===== src/rtl/alarm_ringer_if.sv =====
// Signal bundle between the alarm comparator/user buttons and the ringer,
// plus the buzzer/LED-side status outputs.
interface alarm_ringer_if;
    logic       alarm_trigger;
    logic       snooze_btn;
    logic       stop_btn;
    logic       buzzer;
    logic       ringing;
    logic       snoozing;
    logic [2:0] snooze_count;
    logic       alarm_missed;

    modport master (
        output alarm_trigger, snooze_btn, stop_btn,
        input  buzzer, ringing, snoozing, snooze_count, alarm_missed
    );

    modport slave (
        input  alarm_trigger, snooze_btn, stop_btn,
        output buzzer, ringing, snoozing, snooze_count, alarm_missed
    );
endinterface


===== src/rtl/alarm_ringer.sv =====
// Turns an alarm_trigger rising edge into a timed ringing session with a 1 Hz
// buzzer pattern, bounded snoozes, stop, and a sticky missed flag on timeout.
module alarm_ringer #(
    parameter int RING_TIMEOUT = 60,
    parameter int SNOOZE_TIME  = 300,
    parameter int MAX_SNOOZE   = 3
) (
    input logic          clk_1hz,
    input logic          reset,
    alarm_ringer_if.slave bus
);

    typedef enum logic [1:0] {IDLE, RINGING, SNOOZE} state_t;

    localparam logic [7:0] RING_LAST = 8'(RING_TIMEOUT - 1);
    localparam logic [8:0] SNZ_LAST  = 9'(SNOOZE_TIME - 1);
    localparam logic [2:0] SNZ_MAX   = 3'(MAX_SNOOZE);

    state_t     state_q, state_d;
    logic       trig_q, trig_d;
    logic       snz_q, snz_d;
    logic       armed_q, armed_d;
    logic [7:0] ring_cnt_q, ring_cnt_d;
    logic [8:0] snz_cnt_q, snz_cnt_d;
    logic       buzzer_q, buzzer_d;
    logic [2:0] snooze_count_q, snooze_count_d;
    logic       missed_q, missed_d;

    logic       trig_rise;
    logic       snz_rise;
    logic [7:0] ring_cnt_inc;
    logic [8:0] snz_cnt_inc;

    // A trigger already high when reset releases is not a fresh edge; armed_q
    // only allows a session once the trigger has been seen low.
    assign trig_rise    = bus.alarm_trigger & ~trig_q & armed_q;
    assign snz_rise     = bus.snooze_btn & ~snz_q;
    assign ring_cnt_inc = (ring_cnt_q == 8'hFF)  ? ring_cnt_q : ring_cnt_q + 8'd1;
    assign snz_cnt_inc  = (snz_cnt_q == 9'h1FF) ? snz_cnt_q  : snz_cnt_q + 9'd1;

    always_comb begin
        state_d        = state_q;
        trig_d         = bus.alarm_trigger;
        snz_d          = bus.snooze_btn;
        armed_d        = armed_q | ~bus.alarm_trigger;
        ring_cnt_d     = ring_cnt_q;
        snz_cnt_d      = snz_cnt_q;
        buzzer_d       = buzzer_q;
        snooze_count_d = snooze_count_q;
        missed_d       = missed_q;

        case (state_q)
            IDLE: begin
                if (trig_rise) begin
                    state_d        = RINGING;
                    ring_cnt_d     = 8'd0;
                    snz_cnt_d      = 9'd0;
                    snooze_count_d = 3'd0;
                    missed_d       = 1'b0;
                    buzzer_d       = 1'b1;
                end
            end
            RINGING: begin
                if (bus.stop_btn) begin
                    state_d    = IDLE;
                    buzzer_d   = 1'b0;
                    ring_cnt_d = 8'd0;
                    snz_cnt_d  = 9'd0;
                end else if (snz_rise && (snooze_count_q < SNZ_MAX)) begin
                    state_d        = SNOOZE;
                    snooze_count_d = snooze_count_q + 3'd1;
                    buzzer_d       = 1'b0;
                    ring_cnt_d     = 8'd0;
                    snz_cnt_d      = 9'd0;
                end else if (ring_cnt_q == RING_LAST) begin
                    state_d    = IDLE;
                    missed_d   = 1'b1;
                    buzzer_d   = 1'b0;
                    ring_cnt_d = 8'd0;
                    snz_cnt_d  = 9'd0;
                end else begin
                    buzzer_d   = ~buzzer_q;
                    ring_cnt_d = ring_cnt_inc;
                end
            end
            SNOOZE: begin
                if (bus.stop_btn) begin
                    state_d    = IDLE;
                    buzzer_d   = 1'b0;
                    ring_cnt_d = 8'd0;
                    snz_cnt_d  = 9'd0;
                end else if (snz_cnt_q == SNZ_LAST) begin
                    state_d    = RINGING;
                    buzzer_d   = 1'b1;
                    ring_cnt_d = 8'd0;
                    snz_cnt_d  = 9'd0;
                end else begin
                    snz_cnt_d = snz_cnt_inc;
                end
            end
            default: begin
                state_d  = IDLE;
                buzzer_d = 1'b0;
            end
        endcase
    end

    always_ff @(posedge clk_1hz or negedge reset) begin
        if (!reset) begin
            state_q        <= IDLE;
            trig_q         <= 1'b0;
            snz_q          <= 1'b0;
            armed_q        <= 1'b0;
            ring_cnt_q     <= 8'd0;
            snz_cnt_q      <= 9'd0;
            buzzer_q       <= 1'b0;
            snooze_count_q <= 3'd0;
            missed_q       <= 1'b0;
        end else begin
            state_q        <= state_d;
            trig_q         <= trig_d;
            snz_q          <= snz_d;
            armed_q        <= armed_d;
            ring_cnt_q     <= ring_cnt_d;
            snz_cnt_q      <= snz_cnt_d;
            buzzer_q       <= buzzer_d;
            snooze_count_q <= snooze_count_d;
            missed_q       <= missed_d;
        end
    end

    assign bus.buzzer       = buzzer_q;
    assign bus.ringing      = (state_q == RINGING);
    assign bus.snoozing     = (state_q == SNOOZE);
    assign bus.snooze_count = snooze_count_q;
    assign bus.alarm_missed = missed_q;

endmodule


===== src/flat_wrapper.sv =====
// flat-port wrapper written by rule: the top's interface ports become plain ports
module alarm_ringer_flat 
#(
    parameter int RING_TIMEOUT = 60,
    parameter int SNOOZE_TIME  = 300,
    parameter int MAX_SNOOZE   = 3
)
  (clk_1hz, reset, bus_alarm_trigger, bus_snooze_btn, bus_stop_btn, bus_buzzer, bus_ringing, bus_snoozing, bus_snooze_count, bus_alarm_missed);
  alarm_ringer_if bus_i ();
  input logic clk_1hz;
  input logic reset;
  input wire logic [$bits(bus_i.alarm_trigger)-1:0] bus_alarm_trigger;
  input wire logic [$bits(bus_i.snooze_btn)-1:0] bus_snooze_btn;
  input wire logic [$bits(bus_i.stop_btn)-1:0] bus_stop_btn;
  output wire logic [$bits(bus_i.buzzer)-1:0] bus_buzzer;
  output wire logic [$bits(bus_i.ringing)-1:0] bus_ringing;
  output wire logic [$bits(bus_i.snoozing)-1:0] bus_snoozing;
  output wire logic [$bits(bus_i.snooze_count)-1:0] bus_snooze_count;
  output wire logic [$bits(bus_i.alarm_missed)-1:0] bus_alarm_missed;
  assign bus_i.alarm_trigger = bus_alarm_trigger;
  assign bus_i.snooze_btn = bus_snooze_btn;
  assign bus_i.stop_btn = bus_stop_btn;
  assign bus_buzzer = bus_i.buzzer;
  assign bus_ringing = bus_i.ringing;
  assign bus_snoozing = bus_i.snoozing;
  assign bus_snooze_count = bus_i.snooze_count;
  assign bus_alarm_missed = bus_i.alarm_missed;
  alarm_ringer #(.RING_TIMEOUT(RING_TIMEOUT), .SNOOZE_TIME(SNOOZE_TIME), .MAX_SNOOZE(MAX_SNOOZE)) u_core (.clk_1hz(clk_1hz), .reset(reset), .bus(bus_i));
endmodule

===== config.mk =====
export PLATFORM = sky130hd
export DESIGN_NAME = alarm_ringer_flat
export DESIGN_NICKNAME = d
export VERILOG_FILES = /design/src/rtl/alarm_ringer_if.sv /design/src/rtl/alarm_ringer.sv /design/src/flat_wrapper.sv
export SDC_FILE = /design/constraint.sdc
export NUM_CORES = 1
export LEC_CHECK = 0
export ABC_CLOCK_PERIOD_IN_PS = 3500
export CORE_UTILIZATION = 55
export CTS_BUF_LIST = sky130_fd_sc_hd__clkbuf_4 sky130_fd_sc_hd__clkbuf_8
export DETAILED_ROUTE_END_ITERATION = 10
export GPL_TIMING_DRIVEN = 0
export PLACE_DENSITY = 0.72
export SETUP_SLACK_MARGIN = 0.3
export SYNTH_ARGS = -nofsm -noshare
export SYNTH_HDL_FRONTEND = slang
export SYNTH_SLANG_ARGS = --single-unit

===== constraint.sdc =====
create_clock -name clk_1hz -period 3.5 [get_ports clk_1hz]
set_input_delay 0.7 -clock clk_1hz [delete_from_list [all_inputs] [get_ports clk_1hz]]
set_output_delay 0.7 -clock clk_1hz [all_outputs]
set_load 0.02 [all_outputs]

## After elaboration in Yosys (flattened, before gate mapping)

Index checks and enable logic that the tools add are counted.

- Flip-flop bits (word level): 27
- Logic and storage cells: 85
- Input port bits: 5

- Equality and inequality tests: 15
- $add $sub $neg: 3
- Bitwise gates (word level): 8
- Reduce and logical (&&, ||, !) cells: 10
- Magnitude comparators: 1
- Muxes and demuxes: 39

Operator list:

| cell | count |
|---|---|
| $mux W9 | 7 |
| $mux W8 | 7 |
| $pmux W9 S3 | 1 |
| $pmux W8 S3 | 1 |
| $eq A9 B9 Y1 const B | 2 |
| $mux W2 | 6 |
| $reduce_and A4 Y1 | 3 |
| $mux W1 | 10 |
| $add A9 B1 Y9 const B | 1 |
| $mux W3 | 3 |
| $add A8 B1 Y8 const B | 1 |
| $eq A8 B6 Y1 const B | 1 |
| $eq A8 B8 Y1 const B | 1 |
| $ne A2 B1 Y1 const B | 3 |
| $pmux W2 S3 | 1 |
| $pmux W3 S2 | 1 |
| $ne A5 B5 Y1 const B | 1 |
| $reduce_and A5 Y1 | 1 |
| $ne A2 B2 Y1 const B | 2 |
| $ne A4 B2 Y1 const B | 1 |
| $ne A4 B4 Y1 const B | 1 |
| $not A1 Y1 | 4 |
| $add A3 B1 Y3 const B | 1 |
| $and A1 B1 Y1 | 3 |
| 13 further kinds | 13 |

## Depth between registers and ports, before layout

- Word-level depth: 6
- Mapped depth: 8

## Worst setup path after synthesis

No wires, ideal clock.

- Path kind: reg-to-reg
- From: register u_core.snz_cnt_q[0]
- To: register u_core.snz_cnt_q[7]
- Buffers on the path: 0
- Cell stages (with the launch flop): 9
- Data arrival time: 1.966 ns
- Clock period less this slack: 2.095 ns
- Setup slack: 1.405 ns
- Cells stage by stage: dfrtp_1 > ha_1 > nand3_1 > nor3_1 > ha_1 > nand4b_1 > or3_1 > a221oi_1 > o21ai_0

- Longest elaborated chain between the ends: 5

Ends and longest elaborated chain:

| element | line | RTL |
|---|---|---|
| from (decl) | alarm_ringer.sv:24 | `logic [8:0] snz_cnt_q, snz_cnt_d;` |
| from (signal assigned) | alarm_ringer.sv:125 | `snz_cnt_q <= snz_cnt_d;` |
| $add A9 B1 Y9 | alarm_ringer.sv:39 | `assign snz_cnt_inc = (snz_cnt_q == 9'h1FF) ? snz_cnt_q : snz_cnt_q + 9'd1;` |
| $mux W9 | alarm_ringer.sv:39 |  |
| $mux W9 | alarm_ringer.sv:92 | `end else if (snz_cnt_q == SNZ_LAST) begin` |
| $mux W9 | alarm_ringer.sv:87 | `if (bus.stop_btn) begin` |
| $pmux W9 S3 | alarm_ringer.sv:52 | `case (state_q)` |

Parallel ways exist; a longest one is shown, timed or not. The select of a mux whose other input is x is not followed.
A chain may end at the register's enable or synchronous reset.

## Worst setup path in the final report

- From: register u_core.state_q[1]
- To: output port bus_ringing

- Longest elaborated chain between the ends: 1

Ends and longest elaborated chain:

| element | line | RTL |
|---|---|---|
| from (decl) | alarm_ringer.sv:19 | `state_t state_q, state_d;` |
| from (signal assigned) | alarm_ringer.sv:120 | `state_q <= state_d;` |
| $eq A2 B1 Y1 | alarm_ringer.sv:133 | `assign bus.ringing = (state_q == RINGING);` |
| to (decl) | flat_wrapper.sv:16 | `output wire logic [$bits(bus_i.ringing)-1:0] bus_ringing;` |

Every way passes these cells.

==> flow_metrics.py <==
metrics = {
    "status": {
        "status": "completed",
    },
    "pwr": {
        "comb_power_share_pct": 41.5,
        "swShare_pct": 39.7,
        "power_frac_seq_pct": 42.9,
        "p_sw_uw": 353,
        "peakVddDrop_mv": 0.374,
        "clkPwrFrac_pct": 15.6,
        "p_per_area_nw_per_um2": 500,
        "p_int_uw": 536,
        "leakagePower_uw": 0.000749,
    },
    "sta": {
        "hold_viol_final": 0,
        "slew_headroom_pct": 22.6,
        "fin_crit_sh_pct": 72.6,
        "grt_setup_unrepaired": "no",
        "drv_slew": 0,
        "fin_crit_ns": 2.54,
        "worstMarginPinSlew_ns": 1.16,
        "finalSetupViolCount": 0,
        "finalSetupTns_ns": 0,
        "finalClockSkew_ns": 0.0230,
        "fmax_ghz": 0.394,
    },
    "logic_synthesis": {
        "synthCells": 164,
        "syn_area_um2": 1600,
        "synth-main-ff-cell": "dfrtp_1",
        "synth-edff-count": 0,
        "ys_ff_latch": 27,
        "synth_top_area_share_pct": 42.2,
        "yosys_warnings": 0,
        "netlist_top_cells_count": "27 x dfrtp_1, 15 x nand2_1, 13 x o21ai_0",
        "yosys.area.top_type": "dfrtp_1",
        "yosysUniqueCellTypes": 57,
        "yosysSeqAreaShare_pct": 42.2,
        "yosys-top-cells-area": "dfrtp_1 42%, o21ai_0 4.1%, a22o_1 3.8%",
        "synth_most_common_cell": "dfrtp_1",
        "synthArstFlopShare_pct": 100,
        "synth_fp_nets": 173,
        "postSynthAreaPerCell_um2": 9.77,
    },
    "cts": {
        "clock_latency_ns": 0.34,
        "clk_path_buf_depth": 2,
        "hold_buffers": 0,
        "clockRootBuffer": "clkbuf_4",
        "cts_setup_buffers": 0,
        "numClockSinks": 27,
        "clkSlewWorstSetupHoldPaths_ns": 0.16,
        "cts_resized": 0,
        "cts_tree": "yes",
        "cts_buffers": 3,
        "htree_levels": 1,
    },
    "critical_path": {
        "worstSetupStartpointType": "flip-flop",
        "r2r_end": "u_core.snz_cnt_q[7]$_DFFE_PN0P_",
        "cp.arrival_ns": 1.84,
        "slowest_stage": "clkdlybuf4s50_1",
        "worst-path-buf-inv": 4,
        "reg2reg_slack_ns": 1.08,
        "crit_cells": 5,
        "crit_top_cell": "inv_1",
        "crit_path_cell_trace": "buf_2 -> inv_1 -> nand2_1 -> inv_1 -> clkdlybuf4s50_1",
        "cp-startpoint": "u_core.state_q[1]$_DFFE_PN0P_",
        "crit_fanout": 8,
        "r2r_start": "u_core.snz_cnt_q[0]$_DFFE_PN0P_",
        "crit_end": "bus_ringing",
        "r2r_cells": 8,
        "crit_family": "buffers and inverters",
        "required_ns": 2.80,
        "crit_path_end_kind": "output pin",
        "crit_type": "flip-flop to output pin",
        "slowest_delay_ns": 0.60,
    },
    "placement": {
        "placedCellCount": 206,
        "hpwlAfterDp_um": 2580,
        "place_area_um2": 1750,
        "gp_congestion": 0.844,
        "portBuffers": 11,
    },
    "global_route": {
        "grt_pass1_vias": 1381,
        "grt.overflow.total": 0,
        "grt_pass1_wl_um": 6060,
        "grt_max_degree": 28,
        "antenna_found_initial": 0,
        "grt_usage_pct": 24.5,
    },
    "finish": {
        "antenna-diode-count": 0,
        "fillers": 232,
        "multi_input_area_um2": 866,
        "finalInstanceArea_um2": 1780,
        "drive_above_1_share_pct": 10.1,
        "area_delta_synth_final_pct": 11.0,
        "final_nets": 189,
        "instances_no_fill": 210,
        "seq_area_um2": 676,
    },
    "die": {
        "fp.dieW_um": 56.0,
        "pin_count": 12,
        "rows": 19,
        "initial_utilization_pct": 58.1,
        "die_h_um": 56.0,
        "core_um2": 2760,
        "die_area_um2": 3130,
    },
    "detailed_routing": {
        "drc": 0,
        "wl_per_cell_um": 16.8,
        "wl_um": 3530,
        "vias": 1400,
        "ant_nets": 0,
        "via_per_inst": 6.67,
        "firstDrtPassIters": 4,
        "drt_iter0_drc": 66,
    },
    "job": {
        "drv_cap": 0,
    },
    "worst_hold_path": {
        "hp-class": "flip-flop to flip-flop",
    },
}
## layer usage
| metal | GRT usage, % | wire length (um) | up-vias |
|---|---|---|---|
| met2 | 43.0 | 1760 | 46 |
| li1 | - | - | 661 |
| met3 | 2.79 | 119 | 7 |
| met4 | 8.71 | 46 | 0 |
| met1 | 31.2 | 1610 | 686 |
| met5 | 0 | 0 | - |
## kinds of logic (layout without fill, tap and decap cells)
family          after synthesis  count (layout)  synth area share, %
buf+inv                      12              27                 3.82
xor+xnor                      1               1                0.547
fa+ha+maj                     4               4                 3.12
flops                        27              27                 42.2
mux                           3               3                 1.87
simple gates                 60              60                 21.9
compound gates               57              57                 26.6
## power by group through the flow
stage	Clock [uW]	Sequential, uW	Combinational, uW
after floorplan	0	400	228
after global placement	0	383	356
after detailed placement	0	386	367
after CTS	139	380	368
after global routing	151	388	408
final	139	382	369
## metrics by stage
step | total power (uW) | worst slack, ns | util (%) | hold slack [ns]
2_1_floorplan | 628 | 1.41 | - | 0.404
3_3_place_gp | 739 | 0.941 | 63.5 | 0.473
3_5_place_dp | 753 | 0.938 | 63.5 | 0.486
4_1_cts | 887 | 0.959 | 64.5 | 0.516
5_1_grt | 946 | 0.883 | 64.5 | 0.545
6_report | 889 | 0.961 | 64.5 | 0.517
## worst min-delay path by stage
stage / slack, ns / start / depth (start not counted) / end
after CTS: 0.52 / u_core.ring_cnt_q[0]$_DFFE_PN0P_ / 1 / u_core.ring_cnt_q[0]$_DFFE_PN0P_
after floorplan: 0.40 / reset / 0 / u_core.armed_q$_DFF_PN0_
final: 0.52 / u_core.ring_cnt_q[0]$_DFFE_PN0P_ / 1 / u_core.ring_cnt_q[0]$_DFFE_PN0P_
after detailed placement: 0.49 / u_core.bus.alarm_missed$_DFFE_PN0P_ / 2 / u_core.bus.alarm_missed$_DFFE_PN0P_
after global routing: 0.54 / u_core.ring_cnt_q[0]$_DFFE_PN0P_ / 1 / u_core.ring_cnt_q[0]$_DFFE_PN0P_
after global placement: 0.47 / u_core.armed_q$_DFF_PN0_ / 1 / u_core.armed_q$_DFF_PN0_
## cells in the final DEF (no fill, tap or decap), types with 3 or more instances in the layout
cell type / n
inv_1: 8
clkbuf_4: 3
a211o_1: 3
nor2_1: 6
nand2_1: 15
nand3_1: 6
mux2i_1: 3
ha_1: 4
o21ai_0: 13
a22o_1: 7
a31oi_1: 5
clkdlybuf4s50_1: 11
dfrtp_1: 27
nand2b_1: 3
nor3_1: 4
## final cells by class
cell class              count  area share [%]
clock buffers               3            1.27
repair buffers             11            6.19
clock inverters             1           0.281
multi-input cells         125            48.7
flip-flops and latches     27            38.0
inverters                   8            1.69
plain buffers               4            1.76
well taps                  31            2.18
## registers in the layout, summed over array words and instances, names as in the netlist
name and count:
u_core.bus.snooze_count 3, u_core.ring_cnt_q 8, u_core.bus.buzzer 1, u_core.bus.alarm_missed 1
u_core.trig_q 1, u_core.snz_cnt_q 9, u_core.snz_q 1, u_core.state_q 2
u_core.armed_q 1
(Power assumes the default switching activity.)
